**src/rtl/priority_arbiter.sv**
```systemverilog
// rtl/priority_arbiter.sv - N-way fixed-priority / round-robin arbiter with a per-owner hold limit
module priority_arbiter #(
  parameter int N        = 4,
  parameter int RR_MODE  = 0,
  parameter int MAX_HOLD = 8
) (
  input  logic                 clk,
  input  logic                 rst_n,
  input  logic [N-1:0]         req,
  output logic [N-1:0]         grant,
  output logic [$clog2(N)-1:0] grant_id,
  output logic                 busy
);

  localparam int IW = $clog2(N);
  localparam int HW = (MAX_HOLD < 2) ? 1 : $clog2(MAX_HOLD + 1);

  typedef enum logic {IDLE, GRANT} state_t;

  state_t        state, state_nxt;
  logic [N-1:0]  grant_nxt;
  logic [IW-1:0] grant_id_nxt;
  logic          busy_nxt;
  logic [HW-1:0] hold_cnt, hold_cnt_nxt;
  logic [IW-1:0] last_id, last_id_nxt;

  logic [N-1:0]  cand;
  logic [IW-1:0] start;
  logic [IW-1:0] winner;
  logic          found;
  logic          owner_req;
  logic          others;
  logic          limit_hit;
  logic          take_new;
  int            idx;

  always_ff @(posedge clk or negedge rst_n) begin
    if (!rst_n) begin
      state    <= IDLE;
      grant    <= '0;
      grant_id <= '0;
      busy     <= 1'b0;
      hold_cnt <= '0;
      last_id  <= IW'(N - 1);
    end else begin
      state    <= state_nxt;
      grant    <= grant_nxt;
      grant_id <= grant_id_nxt;
      busy     <= busy_nxt;
      hold_cnt <= hold_cnt_nxt;
      last_id  <= last_id_nxt;
    end
  end

  always_comb begin
    owner_req = req[grant_id] && (state == GRANT);
    others    = |(req & ~grant);
    limit_hit = (MAX_HOLD != 0) && (int'(hold_cnt) == MAX_HOLD - 1);

    // A forced re-arbitration excludes the current owner from the candidates.
    cand = req;
    if (owner_req) cand = req & ~grant;

    start = '0;
    if (RR_MODE != 0) start = (int'(last_id) == N - 1) ? '0 : last_id + IW'(1);

    found  = 1'b0;
    winner = '0;
    idx    = 0;
    for (int k = 0; k < N; k++) begin
      idx = int'(start) + k;
      if (idx >= N) idx = idx - N;
      if (!found && cand[idx]) begin
        found  = 1'b1;
        winner = IW'(idx);
      end
    end
  end

  always_comb begin
    state_nxt    = state;
    grant_nxt    = grant;
    grant_id_nxt = grant_id;
    busy_nxt     = busy;
    hold_cnt_nxt = hold_cnt;
    last_id_nxt  = last_id;
    take_new     = 1'b0;

    case (state)
      IDLE: begin
        if (found) take_new = 1'b1;
      end
      GRANT: begin
        if (owner_req && !(limit_hit && others)) begin
          // Limit reached with nobody waiting: the owner simply starts a fresh hold window.
          if (limit_hit)                        hold_cnt_nxt = '0;
          else if (int'(hold_cnt) < MAX_HOLD)   hold_cnt_nxt = hold_cnt + HW'(1);
        end else if (found) begin
          take_new = 1'b1;
        end else begin
          state_nxt    = IDLE;
          grant_nxt    = '0;
          grant_id_nxt = '0;
          busy_nxt     = 1'b0;
          hold_cnt_nxt = '0;
        end
      end
      default: state_nxt = IDLE;
    endcase

    if (take_new) begin
      state_nxt    = GRANT;
      grant_nxt    = {{(N-1){1'b0}}, 1'b1} << winner;
      grant_id_nxt = winner;
      busy_nxt     = 1'b1;
      hold_cnt_nxt = '0;
      last_id_nxt  = winner;
    end
  end

endmodule

```
**config.mk**
```make
export PLATFORM = sky130hd
export DESIGN_NAME = priority_arbiter
export DESIGN_NICKNAME = d
export VERILOG_FILES = /design/src/rtl/priority_arbiter.sv
export SDC_FILE = /design/constraint.sdc
export NUM_CORES = 1
export LEC_CHECK = 0
export ABC_AREA = 1
export CAP_MARGIN = 25
export CORE_UTILIZATION = 51
export DETAILED_ROUTE_END_ITERATION = 10
export GPL_TIMING_DRIVEN = 0
export HOLD_SLACK_MARGIN = 0.05
export PLACE_DENSITY = 0.76
export SYNTH_ARGS = -nofsm -noshare
export SYNTH_HDL_FRONTEND = slang
export SYNTH_SLANG_ARGS = --single-unit
```
**constraint.sdc**
```tcl
create_clock -name clk -period 2.1 [get_ports clk]
set_input_delay 0.21 -clock clk [delete_from_list [all_inputs] [get_ports clk]]
set_output_delay 0.21 -clock clk [all_outputs]
set_load 0.05 [all_outputs]
```
======== Word-level counts from Yosys, hierarchy flattened ========
Cells that the tools add are included.
operators by class
  bitwise gates (word level) .............. 3
  mux-type cells .......................... 33
  magnitude comparators ................... 2
  equal/unequal tests ..................... 5
  div/mod/pow operators ................... 0
  add/subtract/negate cells ............... 1
  reductions and logical operators ........ 14
  $mul .................................... 0
  shift operators ......................... 1
operators with widths
  kind                   number
  $mux W4                10
  $mux W1                15
  $mux W2                6
  $logic_and A1 B1 Y1    6
  $reduce_and A3 Y1      2
  $add A4 B1 Y4 const B  1
  $and A4 B4 Y4          1
  $eq A4 B4 Y1 const B   1
  $logic_not A1 Y1       4
  $lt A4 B4 Y1 const B   1
  $ne A4 B3 Y1 const B   1
  $not A4 Y4             1
  $reduce_or A4 Y1       1
  $shl A1 B2 Y4 const A  1
  $lt A2 B3 Y1 const B   1
  $ne A3 B1 Y1 const B   1
  $bmux W1 S2            1
  $ne A2 B1 Y1 const B   1
  $ne A2 B2 Y1 const B   1
  $pmux W1 S2            1
  $reduce_bool A2 Y1     1
  $not A1 Y1             1
word-level totals
  output and inout port bits .............. 7
  bits in registers ....................... 12
  memory bits (writable) .................. 0
  memories kept ........................... 0
  bits in latches ......................... 0
  logic and storage cells ................. 64
  input bits .............................. 6
  bits in read-only memories .............. 0

======== Depth between registers and ports, before layout ========
Gate-level depths: netlist (run 1).
  depth after elaboration ................. 19
  gate-level depth with buffers ........... 12
  mapped depth without buffers ............ 12

======== Least setup slack after synthesis (run 1) ========
No wires, ideal clock.
  path kind ............................... register -> register
  from .................................... register grant_id[0]
  to ...................................... register grant_id[1]
  cell stages (with the launch flop) ...... 13
  setup time .............................. 0.121 ns
  arrival time ............................ 1.702 ns
  setup slack ............................. 0.276 ns
  path buffers ............................ 1
  data required time ...................... 1.979 ns
  period minus slack after synthesis ...... 1.824 ns
  path through ............................ dfrtp_1 inv_1 nand2_1 nand3_2 nand3_4 nand2_1 nand2_1 inv_1 nand3_2 nand2_2 buf_6 nand3_1 nand2_1
between the ends
  cells in the longest elaborated chain, start to end .. 19
  elaborated cells on any way between the ends .. 25
  classes of those cells .................. eq/ne (2); mux (13); reduce/logical (10)
RTL lines
  what                                            line    text
  start, declared                                 11      output logic [$clog2(N)-1:0] grant_id,
  start signal, assigned                          48      grant_id <= grant_id_nxt;
  $bmux W1 S2 (*)                                 56      owner_req = req[grant_id] && (state == GRANT);
  $mux W1 (not written as such) (*)               56
  $logic_and A1 B1 Y1 (*)                         56
  $mux W4                                         62      if (owner_req) cand = req & ~grant;
  $mux W1                                         73      if (!found && cand[idx]) begin
  $logic_not A1 Y1                                73
  $logic_and A1 B1 Y1                             73
  $mux W1                                         73
  [3 not listed]                                  -
  $logic_not A1 Y1                                73
  $logic_and A1 B1 Y1                             73
  $mux W1                                         73
  $mux W1                                         91, 98
  $mux W1                                         94      if (owner_req && !(limit_hit && others)) begin
  $pmux W1 S2                                     89      case (state)
  $ne A2 B2 Y1 (no line) (tied with other cells)  -
  $reduce_and A3 Y1 (no line)                     -
Mark *: on every way between the ends. The rest lies on a longest branch, timed or not. The select of a mux whose other input is x is not followed.
A chain may end at the register's enable or synchronous reset.

======== Worst setup path in the final report (run 1) ========
  from .................................... input port req[0]
  to ...................................... register grant[0]
between the ends
  cells in the longest elaborated chain, start to end .. 19
  elaborated cells on any way between the ends .. 31
  classes of those cells .................. eq/ne (2); shift (1); mux (14); bitwise (1); reduce/logical (13)
RTL lines
  what                                            line    text
  start, declared                                 9       input logic [N-1:0] req,
  $bmux W1 S2                                     56
  $mux W1 (not written as such)                   56
  $logic_and A1 B1 Y1                             56
  $mux W4                                         62
  $mux W1                                         73
  $logic_not A1 Y1                                73
  $logic_and A1 B1 Y1                             73
  $mux W1                                         73
  [3 not listed]                                  -
  $logic_not A1 Y1                                73
  $logic_and A1 B1 Y1                             73
  $mux W1                                         73
  $mux W1                                         91, 98
  $mux W1                                         94
  $pmux W1 S2                                     89
  $ne A2 B2 Y1 (no line) (tied with other cells)  -
  $reduce_and A3 Y1 (no line)                     -
  end signal, assigned                            47      grant <= grant_nxt;
  end, declared                                   10      output logic [N-1:0] grant,
Several ways; a longest one is shown, not always the timed one. The select of a mux whose other input is x is not followed.

==> results of run 1 <==
[area by class of cell]
| cell class | count | area (µm²) | area share [%] |
|---|---|---|---|
| Buffer | 1 | 11.3 | 1.11 |
| Clock buffer | 4 | 36.3 | 3.58 |
| Inverter | 15 | 56.3 | 5.56 |
| Multi-Input combinational cell | 91 | 468 | 46.2 |
| Sequential cell | 12 | 300 | 29.7 |
| Tap cell | 16 | 20.0 | 1.98 |
| Timing Repair Buffer | 12 | 120 | 11.9 |
[metrics by stage]
stage / hold WS (ps) / utilization (%)
finish: 275 / 66.4
global route: 345 / 66.4
CTS: 314 / 66.4
detailed placement: 491 / 64.0
global placement: 481 / 64.0
floorplan: -85.6 / -
[routing by layer]
layer / up-vias / wire (µm)
met5: - / 0
met4: 0 / 27
met3: 4 / 95
met2: 24 / 856
met1: 366 / 922
li1: 418 / -
[Yosys cell counts, drive strengths merged]
cell    instances  area [µm²]
nand3          21         133
nor3            1        5.00
or2             2        12.5
buf             1        11.3
inv            15        56.3
nor3b           1        7.51
nor2            5        26.3
a21oi           1        5.00
ha              1        12.5
dfrtp          12         300
o21ai           3        26.3
o211ai          1        7.51
nand4           6        37.5
nand2          48         188
o21bai          1        7.51
[power by group through the flow]
stage | Combinational, µW | Clock [µW] | Sequential [µW]
after floorplan | 499 | 0 | 561
after global placement | 901 | 0 | 385
after detailed placement | 916 | 0 | 387
after CTS | 922 | 192 | 383
after global routing | 1020 | 200 | 395
final | 920 | 193 | 383
[worst min path at each step]
stage	start	cells past startpoint	slack, ps	endpoint
final	rst_n	1	270	hold_cnt[2]
after global routing	rst_n	1	340	grant_id[1]
after CTS	rst_n	1	310	hold_cnt[3]
after detailed placement	busy	2	490	busy
after global placement	busy	2	480	busy
after floorplan	rst_n	0	-90	busy
[logic make-up after synthesis]
group | count (synthesis) | share of synthesized area [%]
and+or+nand+nor | 84 | 49.0
adders and majority gates | 1 | 1.50
DFF | 12 | 35.9
AOI/OAI and AO/OA | 6 | 5.54
buffers and inverters | 16 | 8.08
[worst reg2reg max path, delay by kind of cell, from the launching register on]
family,cells,cell delay [ps]
buffers and inverters,2,230
AND/OR/NAND/NOR,10,1000
flip-flops,1,430
[flip-flops by register name (all words and copies together) (netlist names)]
register,cells
busy,1
grant,4
grant_id,2
hold_cnt,4
state,1
==> metrics.cfg, run 1 <==
[run_status]
outcome=finished, final reports clean

[critical_path]
rr_worst_depth=12
crit_start=req[0]
critPathLaunchType=input port
r2r_slack_ps=400
r2r_start=grant_id[0]
crit_buf_inv=2
slowest_delay_ps=510
crit_type=input port to flip-flop
crit_path_max_fanout=8
crit_top_cell=nand2_1
critPathCaptureType=flip-flop
slowest_stage=clkdlybuf4s50_1
cp_top_family=simple AND/OR/NAND/NOR gates
r2r-end=hold_cnt[0]
required_ps=2270
crit_end=grant[0]
path_depth=9
path_cells=clkdlybuf4s50_1 > inv_1 > or2_2 > nand2_1 > nor2_1 > o21ai_4 > nand2_1 > nand3_1 > nand2_1
crit_arrival_ps=1920

[floorplanning]
core.rowCount=14
start_util_pct=54.8
core-area_um2=1520
die-area_um2=1800
die_y_um=42.5
ios=13
die_w_um=42.5

[global_route]
grt_pass1_vias=763
grt_pass1_wl_mm=3.25
grt_max_degree=13
grt_use_met1_pct=32.7
grtUsageTotal_pct=23.9
use_met2_pct=37.8
top_usage_layer=met2
antenna_found_initial=0
grt_use_met3_pct=3.88
globalRouteOverflowTotal=0

[timing]
setup_ws_ps=354
setup_viol=0
rsz0062_at_grt=false
fin_setup_tns_ps=0
worstMarginPinSlew_ps=545
slew_headroom_pct=63.5
fmax_ghz=0.573
drv_slew=0
skew_ps=4.63
hold_viol_final=0
fin_crit_ps=1750
finalCritPeriodShare_pct=83.2

[detailed_routing]
antenna_left=0
routed_wirelength_mm=1.90
drc_errors=0
drt_first_pass_iters=5
dr_total_vias=812
vias_per_cell=5.38
dr.first_iter.drc_count=34
avgRoutedWirePerCell_um=12.6

[clocking]
cts_resized=0
cts_hold_buffers=0
insertion_delay_ps=280
cts_tree=built
post_cts_buffers=0
htreeDepth=1
cts_buffer_depth=2
clkSinkCount=12
clk_pin_slew_worst_paths_ps=90
cts_root_buf=clkbuf_4
numCtsBuffers=3

[placement]
place_ws_ps=67.3
placed_cells=147
io_buffers=12
hpwl_mm=1.42
postPlaceCellArea_um2=976
place_congestion=0.941

[cells_and_area]
layout_commonest_cell=nand2_1
drive_above_1_share_pct=12.6
layout_common_cells=nand2_1, nand3_1, inv_1, dfrtp_1, clkdlybuf4s50_1
fin_cells=151
n_antenna_cell=0
syn_to_final_growth_pct=21.1
design_area_um2=1010
fillers=142
nets=143

[synthesis]
syn_inst=119
synth_seq_area_share_pct=35.9
avgSynthCellArea_um2=7.02
syn_nets=126
yosys_warnings=0
ys_ff_latch=12
synth_cell_types=21
netlist_area_um2=836

[pwr]
netSwitchingFraction_pct=52.1
pwr-share-seq_pct=25.6
p_comb_share_pct=61.5
power_per_cell_area_nw_per_um2=1480
leakagePower_uw=0.000555
clkPwrFrac_pct=12.9
ir_worst_vdd_uv=1050
finalPower_uw=1500
internal_power_uw=716
p_sw_uw=780

[hold_path]
hold_path_class=input port to asynchronous set/reset pin

[job]
cap_violations=0

No activity file was read; power rests on OpenSTA's default activity.
==> inputs of run 2 (changes only) <==
- clock period: 2.1 -> 1.7 ns (I/O delays scaled with it)
==> metrics.cfg, run 2 (synthesis results as in run 1) <==
[timing]
fmax_ghz=0.582
fin_crit_ps=1720
skew_ps=4.93  ; was 4.63 ps
rsz0062_at_grt=true  ; was false
worstMarginPinSlew_ps=550  ; was 545 ps
setup_ws_ps=-17.2  ; was 354 ps
setup_viol=2  ; was 0
worst_hold_slack_ps=242  ; was 275 ps
hold_viol_final=0  ; unchanged
slew_headroom_pct=63.2  ; was 63.5%
finalCritPeriodShare_pct=101
drv_slew=0  ; unchanged

[floorplanning]
die_w_um=42.5  ; unchanged
die_y_um=42.5  ; unchanged
core-area_um2=1520  ; unchanged
ios=13  ; unchanged
core.rowCount=14  ; unchanged
die-area_um2=1800  ; unchanged
start_util_pct=54.8  ; unchanged

[placement]
place_congestion=0.905  ; was 0.941
hpwl_mm=1.36  ; was 1.42 mm
placed_cells=147  ; unchanged
io_buffers=12  ; unchanged

[pwr]
leakagePower_uw=0.000640  ; was 0.000555 µW
power_per_cell_area_nw_per_um2=1850  ; was 1480 nW/µm²
netSwitchingFraction_pct=51.3  ; was 52.1%
p_sw_uw=1090  ; was 780 µW
pwr-share-seq_pct=22.8  ; was 25.6%
clkPwrFrac_pct=10.9  ; was 12.9%
internal_power_uw=1040  ; was 716 µW
ir_worst_vdd_uv=1220  ; was 1050 µV
p_comb_share_pct=66.3  ; was 61.5%

[detailed_routing]
routed_wirelength_mm=2.33  ; was 1.90 mm
avgRoutedWirePerCell_um=14.6  ; was 12.6 µm
vias_per_cell=5.60  ; was 5.38
drc_errors=0  ; unchanged
antenna_left=0  ; unchanged
drt_first_pass_iters=4  ; was 5
dr_total_vias=891  ; was 812
dr.first_iter.drc_count=34  ; unchanged

[global_route]
globalRouteOverflowTotal=0  ; unchanged
grt_pass1_vias=756  ; was 763
grtUsageTotal_pct=23.0  ; was 23.9%
grt_max_degree=13  ; unchanged
antenna_found_initial=0  ; unchanged
grt_pass1_wl_mm=3.15  ; was 3.25 mm

[cells_and_area]
reg_top3=grant: 4 flops, hold_cnt: 4 flops, grant_id: 2 flops  ; unchanged
nets=151  ; was 143
final-seq-area_um2=303  ; was 300 µm²
layout_common_cells=nand2_1, nand3_1, inv_1, dfrtp_1, clkdlybuf4s50_1  ; unchanged
n_antenna_cell=0  ; unchanged
drive_above_1_share_pct=27.3  ; was 12.6%
multi_input_area_um2=531  ; was 468 µm²
syn_to_final_growth_pct=37.4  ; was 21.1%
fin_util_pct=75.4  ; was 66.4%
fillers=113  ; was 142
layout_commonest_cell=nand2_1  ; unchanged
fin_cells=159  ; was 151

[clocking]
numCtsBuffers=3  ; unchanged
cts_root_buf=clkbuf_4  ; unchanged
insertion_delay_ps=280  ; about the same
clkSinkCount=12  ; unchanged
cts_tree=built  ; unchanged
cts_buffer_depth=2  ; unchanged
clk_pin_slew_worst_paths_ps=80  ; was 90 ps
htreeDepth=1  ; unchanged

[critical_path]
required_ps=1920  ; was 2270 ps
crit_type=input port to flip-flop  ; unchanged
crit_arrival_ps=1940  ; was 1920 ps
crit_path_max_fanout=6  ; was 8
critPathLaunchType=input port  ; unchanged
critPathCaptureType=flip-flop  ; unchanged

[job]
cap_violations=0  ; unchanged

[hold_path]
hold_path_class=input port to asynchronous set/reset pin  ; unchanged

[run_status]
violations=negative setup slack
outcome=complete, but fails checks  ; was finished, final reports clean

## run 2: power groups by stage
stage          clock, µW  sequential [µW]  combinational (µW)
6_report             233              486                1410
5_1_grt              248              502                1520
4_1_cts              240              478                1130
3_5_place_dp           0              483                1120
3_3_place_gp           0              480                1110
2_1_floorplan          0              697                 616
## run 2: metrics by stage
stage	instance area, µm²	setup WS, ps	power (µW)	setup TNS (ps)
2_1_floorplan	838	11.5	1310	0
3_3_place_gp	978	-269	1590	-2460
3_5_place_dp	978	-262	1610	-2510
4_1_cts	1010	2.92	1850	0
5_1_grt	1150	-73.9	2270	-591
6_report	1150	-17.2	2130	-19.8
## run 2: area by class of cell
class | count | area share (%)
flip-flops and latches | 12 | 26.4
clock buffers | 4 | 3.16
plain buffers | 1 | 0.980
well taps | 16 | 1.74
multi-input cells | 91 | 46.2
repair buffers | 20 | 16.7
inverters | 15 | 4.90
## run 2: repair_timing
item / in CTS / in global routing
hold buffers: 0 / 0
setup buffers: 0 / 7
setup endpoints to repair: 0 / 12
resized for setup: 0 / 23
## run 2: path summary, 6_finish.rpt
| path | start | end | slack, ps | cells after the start |
|---|---|---|---|---|
| setup / recovery | req[0] | grant_id[0] | -20 | 10 |
| hold / removal | rst_n | grant[0] | 240 | 1 |
| setup reg to reg | grant_id[0] | hold_cnt[1] | 40 | 11 |
| hold reg to reg | busy | busy | 510 | 2 |
| max in group asynchronous | rst_n | grant_id[1] | 1060 | 1 |
| min in group clk | req[1] | grant[1] | 390 | 5 |
## run 2: critical path: stages
cell             delay, ps
clkdlybuf4s50_1        560
inv_1                   70
or2_2                  320
nand2_1                 90
nor2_1                  80
o21ai_4                260
inv_2                  100
nor2_4                 140
nand2_1                 80
nand2_1                 60
## run 2: routing by layer
layer	global-route usage, %	up-vias	wire [µm]
met5	0	-	0
met4	10.6	0	49
met3	6.47	8	103
met2	33.8	26	1170
met1	31.2	420	1010
li1	-	437	-
==> inputs of run 3 (changes only) <==
- CAP_MARGIN: 25 -> not set
==> results of run 3 <==
Same layout as run 2: the final DEF is identical, and so are final timing and power.
